**src/rtl/bf2_pipe.sv**
```systemverilog
// Radix-2 butterfly with a selectable trivial twiddle on operand B.
// Two-stage pipeline: stage 1 registers the rotated B, stage 2 is the
// output register holding C1 = A+B' and C2 = A-B', optionally halved,
// then saturated or wrapped to W bits. Valid/ready handshake with a
// combinational ready chain; a sticky flag records any narrowing overflow.
module bf2_pipe #(
  parameter int W      = 16,
  parameter bit SAT_EN = 1'b1
) (
  input  logic                clk,
  input  logic                rst,
  input  logic                in_valid,
  output logic                in_ready,
  input  logic [1:0]          mode,
  input  logic                scale,
  input  logic signed [W-1:0] ar1,
  input  logic signed [W-1:0] ai1,
  input  logic signed [W-1:0] ar2,
  input  logic signed [W-1:0] ai2,
  output logic                out_valid,
  input  logic                out_ready,
  output logic signed [W-1:0] cr1,
  output logic signed [W-1:0] ci1,
  output logic signed [W-1:0] cr2,
  output logic signed [W-1:0] ci2,
  output logic                ovf,
  input  logic                ovf_clr
);

  localparam logic signed [W-1:0] MAX_W = {1'b0, {(W-1){1'b1}}};
  localparam logic signed [W-1:0] MIN_W = {1'b1, {(W-1){1'b0}}};

  // Optional halving: (x+1) >>> 1, ties go toward +inf.
  function automatic logic signed [W+1:0] rnd_half(input logic signed [W+1:0] x,
                                                   input logic                s);
    logic signed [W+1:0] t;
    t = x + $signed((W+2)'(1));
    return s ? (t >>> 1) : x;
  endfunction

  // True when x does not fit in W signed bits.
  function automatic logic out_of_range(input logic signed [W+1:0] x);
    return !((x[W+1:W-1] == 3'b000) || (x[W+1:W-1] == 3'b111));
  endfunction

  // Narrow to W bits: clamp when saturating, otherwise keep the low bits.
  function automatic logic signed [W-1:0] narrow(input logic signed [W+1:0] x);
    if (SAT_EN && out_of_range(x))
      return x[W+1] ? MIN_W : MAX_W;
    return $signed(x[W-1:0]);
  endfunction

  logic                r_v1;
  logic signed [W-1:0] r_ar1_p1, r_ai1_p1;
  logic signed [W:0]   r_br_p1, r_bi_p1;
  logic                r_scale_p1;

  logic                r_vld_p2;
  logic signed [W-1:0] r_cr1_p2, r_ci1_p2, r_cr2_p2, r_ci2_p2;
  logic                r_ovf;

  logic                w_adv1, w_adv2;
  logic signed [W:0]   w_ar2_x, w_ai2_x, w_br, w_bi;
  logic signed [W+1:0] w_cr1, w_ci1, w_cr2, w_ci2;
  logic signed [W+1:0] w_cr1_s, w_ci1_s, w_cr2_s, w_ci2_s;
  logic                w_ovf_any;

  assign w_adv2   = !r_vld_p2 || out_ready;
  assign w_adv1   = !r_v1 || w_adv2;
  assign in_ready = w_adv1;

  assign w_ar2_x = {ar2[W-1], ar2};
  assign w_ai2_x = {ai2[W-1], ai2};

  // Twiddle rotation of B in W+1 bits so negating the most negative value cannot wrap.
  always_comb begin
    w_br = w_ar2_x;
    w_bi = w_ai2_x;
    case (mode)
      2'b01:   begin w_br =  w_ai2_x; w_bi = -w_ar2_x; end
      2'b10:   begin w_br = -w_ai2_x; w_bi =  w_ar2_x; end
      2'b11:   begin w_br = -w_ar2_x; w_bi = -w_ai2_x; end
      default: begin w_br =  w_ar2_x; w_bi =  w_ai2_x; end
    endcase
  end

  // ---- stage 1: register A, rotated B and scale ----
  // Stage 1 valid and data advance together; data has no reset.
  always_ff @(posedge clk) begin
    if (rst) begin
      r_v1 <= 1'b0;
    end else if (w_adv1) begin
      r_v1 <= in_valid;
    end
    if (w_adv1 && in_valid) begin
      r_ar1_p1   <= ar1;
      r_ai1_p1   <= ai1;
      r_br_p1    <= w_br;
      r_bi_p1    <= w_bi;
      r_scale_p1 <= scale;
    end
  end

  assign w_cr1 = $signed({{2{r_ar1_p1[W-1]}}, r_ar1_p1}) + $signed({r_br_p1[W], r_br_p1});
  assign w_cr2 = $signed({{2{r_ar1_p1[W-1]}}, r_ar1_p1}) - $signed({r_br_p1[W], r_br_p1});
  assign w_ci1 = $signed({{2{r_ai1_p1[W-1]}}, r_ai1_p1}) + $signed({r_bi_p1[W], r_bi_p1});
  assign w_ci2 = $signed({{2{r_ai1_p1[W-1]}}, r_ai1_p1}) - $signed({r_bi_p1[W], r_bi_p1});

  assign w_cr1_s = rnd_half(w_cr1, r_scale_p1);
  assign w_ci1_s = rnd_half(w_ci1, r_scale_p1);
  assign w_cr2_s = rnd_half(w_cr2, r_scale_p1);
  assign w_ci2_s = rnd_half(w_ci2, r_scale_p1);

  assign w_ovf_any = out_of_range(w_cr1_s) || out_of_range(w_ci1_s) ||
                     out_of_range(w_cr2_s) || out_of_range(w_ci2_s);

  // ---- stage 2: output register ----
  // Output set loads on advance; outputs are cleared on reset so they read 0 until the first load.
  always_ff @(posedge clk) begin
    if (rst) begin
      r_vld_p2 <= 1'b0;
      r_cr1_p2 <= '0;
      r_ci1_p2 <= '0;
      r_cr2_p2 <= '0;
      r_ci2_p2 <= '0;
    end else if (w_adv2) begin
      r_vld_p2 <= r_v1;
      if (r_v1) begin
        r_cr1_p2 <= narrow(w_cr1_s);
        r_ci1_p2 <= narrow(w_ci1_s);
        r_cr2_p2 <= narrow(w_cr2_s);
        r_ci2_p2 <= narrow(w_ci2_s);
      end
    end
  end

  // Sticky overflow: set on loading an overflowing set, set beats a simultaneous clear.
  always_ff @(posedge clk) begin
    if (rst) begin
      r_ovf <= 1'b0;
    end else if (w_adv2 && r_v1 && w_ovf_any) begin
      r_ovf <= 1'b1;
    end else if (ovf_clr) begin
      r_ovf <= 1'b0;
    end
  end

  assign out_valid = r_vld_p2;
  assign cr1       = r_cr1_p2;
  assign ci1       = r_ci1_p2;
  assign cr2       = r_cr2_p2;
  assign ci2       = r_ci2_p2;
  assign ovf       = r_ovf;

endmodule

```
**config.mk**
```make
export PLATFORM = sky130hd
export DESIGN_NAME = bf2_pipe
export DESIGN_NICKNAME = d
export VERILOG_FILES = /design/src/rtl/bf2_pipe.sv
export SDC_FILE = /design/constraint.sdc
export NUM_CORES = 1
export LEC_CHECK = 0
export CAP_MARGIN = 30
export CORE_UTILIZATION = 58
export CTS_BUF_LIST = sky130_fd_sc_hd__clkbuf_8 sky130_fd_sc_hd__clkbuf_16
export DETAILED_ROUTE_END_ITERATION = 8
export GPL_TIMING_DRIVEN = 0
export PLACE_DENSITY = 0.82
export SLEW_MARGIN = 20
export SYNTH_ARGS = -nofsm -noshare
export SYNTH_HDL_FRONTEND = slang
export SYNTH_SLANG_ARGS = --single-unit
```
**constraint.sdc**
```tcl
create_clock -name clk -period 4.8 [get_ports clk]
set_input_delay 0.72 -clock clk [delete_from_list [all_inputs] [get_ports clk]]
set_output_delay 0.72 -clock clk [all_outputs]
set_load 0.02 [all_outputs]
```
==> reports/metrics.csv <==
stage,metric,value,unit
logic_synthesis,synth_seq_area_share,26.91,%
logic_synthesis,synth_top_area_share,16.15,%
placement,dpl.hpwl,29.23,mm
placement,placed_cells,1942,
detailed_routing,routed.top_layer,met4,
detailed_routing,drc,2,
outcome,status,"complete, but fails checks",
cells_and_area,layout_commonest_cell,nor2_1,
setup_path,crit_type,reg -> reg,
floorplanning,io_pins,139,
sta,rsz0062_at_grt,no,
cells_and_area,area_delta_synth_final,19.20,%
sta,fin_crit_sh,95.14,%
cells_and_area,final_core_util,70.66,%
clocking,cts_sinks,134,
power,power.static_leakage,0.005658,uW
logic_synthesis,synthesis.nets,1680,
detailed_routing,dr_wl_met3,3.965,mm
sta,hold_violations,0,
grt,grt_pass1_vias,11355,
cells_and_area,diodes,0,
floorplanning,die-width,148.6,um
power,power_density,326.7,mW/mm^2
run,max_cap_viol_count,0,
setup_path,end_kind,flop,
logic_synthesis,synth_cell_types,104,
grt,grt_usage,33.91,%
placement,gp_congestion,1.029,
logic_synthesis,ys_warn_count,0,
clocking,cts_buffer_depth,2,
detailed_routing,drt_iter0_markers,1672,
floorplanning,die_area,0.02207,mm^2
clocking,tritoncts,built,
outcome,violations,DRC,
floorplanning,start_util,59.28,%
placement,io_buffers,136,
sta,worstMarginPinSlew,0.9357,ns
setup_path,crit_fanout,10,
setup_path,worstPathArrival,4.90,ns
detailed_routing,vias,12964,
logic_synthesis,synthArstFlopShare,0,%
logic_synthesis,synth-edff-count,67,
power,ir_worst_vdd,0.0002775,V
cells_and_area,drive_above_1_share,7.407,%
logic_synthesis,synth_area_leaders,"edfxtp_1, dfxtp_1, ha_1, nor2_1, xnor2_1",
logic_synthesis,yosys.area.top_type,edfxtp_1,
setup_path,cp-start-kind,flop,
clocking,root_buffer,clkbuf_16,
cells_and_area,fill_cells,1651,
floorplanning,placementRows,53,
detailed_routing,m1WireLength,15.91,mm
sta,finalMaxSlewViolations,0,
logic_synthesis,ys.flop_type,edfxtp_1,
floorplanning,die_height,148.6,um
setup_path,cp_data_required_time,5.14,ns
sta,slew_headroom,37.62,%
detailed_routing,routed_wl,37.89,mm
grt,grt_max_degree,61,
logic_synthesis,synth_area,0.01246,mm^2
clocking,holdBufCountCts,0,
grt,overflow,0,
detailed_routing,post_drt_wl_per_cell,19.18,um
clocking,numCtsBuffers,17,
cells_and_area,final_nets,1838,
sta,setup-violations-final,0,
grt,antenna_found_initial,0,
sta,max_freq,219.0,MHz
clocking,clkTransAtPathRegs,0.06,ns
sta,finalSetupTns,0,ns
sta,fin_skew,0.01206,ns
sta,period_needed,4.567,ns
logic_synthesis,synth-seq-cells,134,
detailed_routing,ant_nets,0,
detailed_routing,wl_met2,16.52,mm
detailed_routing,drt_first_pass_iters,9,
clocking,insertion_delay,0.43,ns
cells_and_area,fin_cells,1976,
logic_synthesis,netlist_instances,1530,
detailed_routing,viasPerCell,6.561,
grt,grt_pass1_wl,59.04,mm
floorplanning,coreArea,0.02102,mm^2
clocking,htree_levels,4,
cells_and_area,final_cell_mix,"nor2_1, clkdlybuf4s50_1, nand2_1",
logic_synthesis,avgSynthCellArea,8.144,um^2
min_path,hold_class,reg -> reg,
## sequential cells by signal (all words and copies together) (netlist names)
name and cells:
ovf 1, r_bi_p1 17, out_valid 1, cr1 16, r_scale_p1 1, r_br_p1 17, cr2 16, r_v1 1
r_ai1_p1 16, r_ar1_p1 16, ci1 16, ci2 16
## per-stage QoR
step                setup slack, ns  total power (uW)  cell area, um^2  hold WS, ns
floorplan                     1.067              2825            12460       0.4960
global placement             0.2889              3369            14170       0.4663
detailed placement           0.2411              3420            14200       0.4669
CTS                          0.1616              4779            14820       0.4743
global route               0.001637              5083            14850       0.4948
finish                       0.2335              4853            14850       0.4810
## cells by family after synthesis
logic type                 count (synthesis)  share of synthesized area [%]
xor gates and xnor gates                  87                          6.175
and+or+nand+nor                          553                          21.82
buffers and inverters                    175                          5.743
AOI/OAI and AO/OA                        467                          26.35
muxes                                     36                          4.930
adders and majority gates                 78                          8.073
DFF                                      134                          26.91
## layer usage
metal | global-route usage (%) | vias to the layer above
met5 | 0 | -
met4 | 15.82 | 0
met3 | 4.233 | 120
met2 | 52.29 | 875
met1 | 47.17 | 5958
li1 | - | 6011
## Yosys cell counts, types with 16 or more instances
cell type	instances
nand4_1	19
clkbuf_1	54
dfxtp_1	67
o211ai_1	26
nand3_1	40
a21o_1	16
nand2b_1	17
nor2_1	170
and2_1	17
o22ai_1	17
nor2b_1	21
a21oi_1	100
nor4_1	24
nand2_1	119
ha_1	74
xnor2_1	66
inv_1	94
mux4_2	20
o21ai_0	86
xor2_1	20
a211oi_1	65
nor3_1	52
edfxtp_1	67
## worst max-delay path, stage by stage (launching register included)
cell and delay (ns):
edfxtp_1 0.46, ha_1 0.38, buf_2 0.23, nand3_1 0.12, and2_1 0.19, a21oi_1 0.52, o41ai_1 0.19, xnor2_1 0.47
nand2_1 0.32, nor4b_2 0.44, nand3_1 0.24, o311ai_4 0.50, nor2_2 0.16, a211oi_1 0.25
## path summary, 6_finish.rpt
kind                     from  slack (ns)      end  depth (start not counted)
hold / removal        ci2[15]        0.48  ci2[15]                          2
setup reg to reg  r_ai1_p1[3]        0.23  ci2[14]                         13
setup / recovery  r_ai1_p1[3]        0.23  ci2[14]                         13
hold reg to reg       ci2[15]        0.48  ci2[15]                          2
## repair_timing
action	CTS	global route
setup endpoints to repair	0	32
buffers inserted	0	0
gates resized for setup	0	4
endpoints found under the hold margin	0	0
## report_power, final
| part | internal [uW] | switching (uW) |
|---|---|---|
| combinational | 806 | 1320 |
| clock | 855 | 505 |
| sequential | 1310 | 58.9 |
| total | 2970 | 1890 |
## cell type report
| class | count | area, um^2 | area share [%] |
|---|---|---|---|
| clock buffers | 23 | 553.0 | 3.723 |
| plain buffers | 79 | 355.3 | 2.392 |
| flip-flops and latches | 134 | 3353 | 22.58 |
| inverters | 96 | 360.3 | 2.426 |
| clock inverters | 9 | 66.31 | 0.4465 |
| well taps | 275 | 344.1 | 2.317 |
| repair buffers | 139 | 1399 | 9.418 |
| multi-input cells | 1221 | 8422 | 56.70 |
Note: power is estimated with default switching activity, not from simulation.
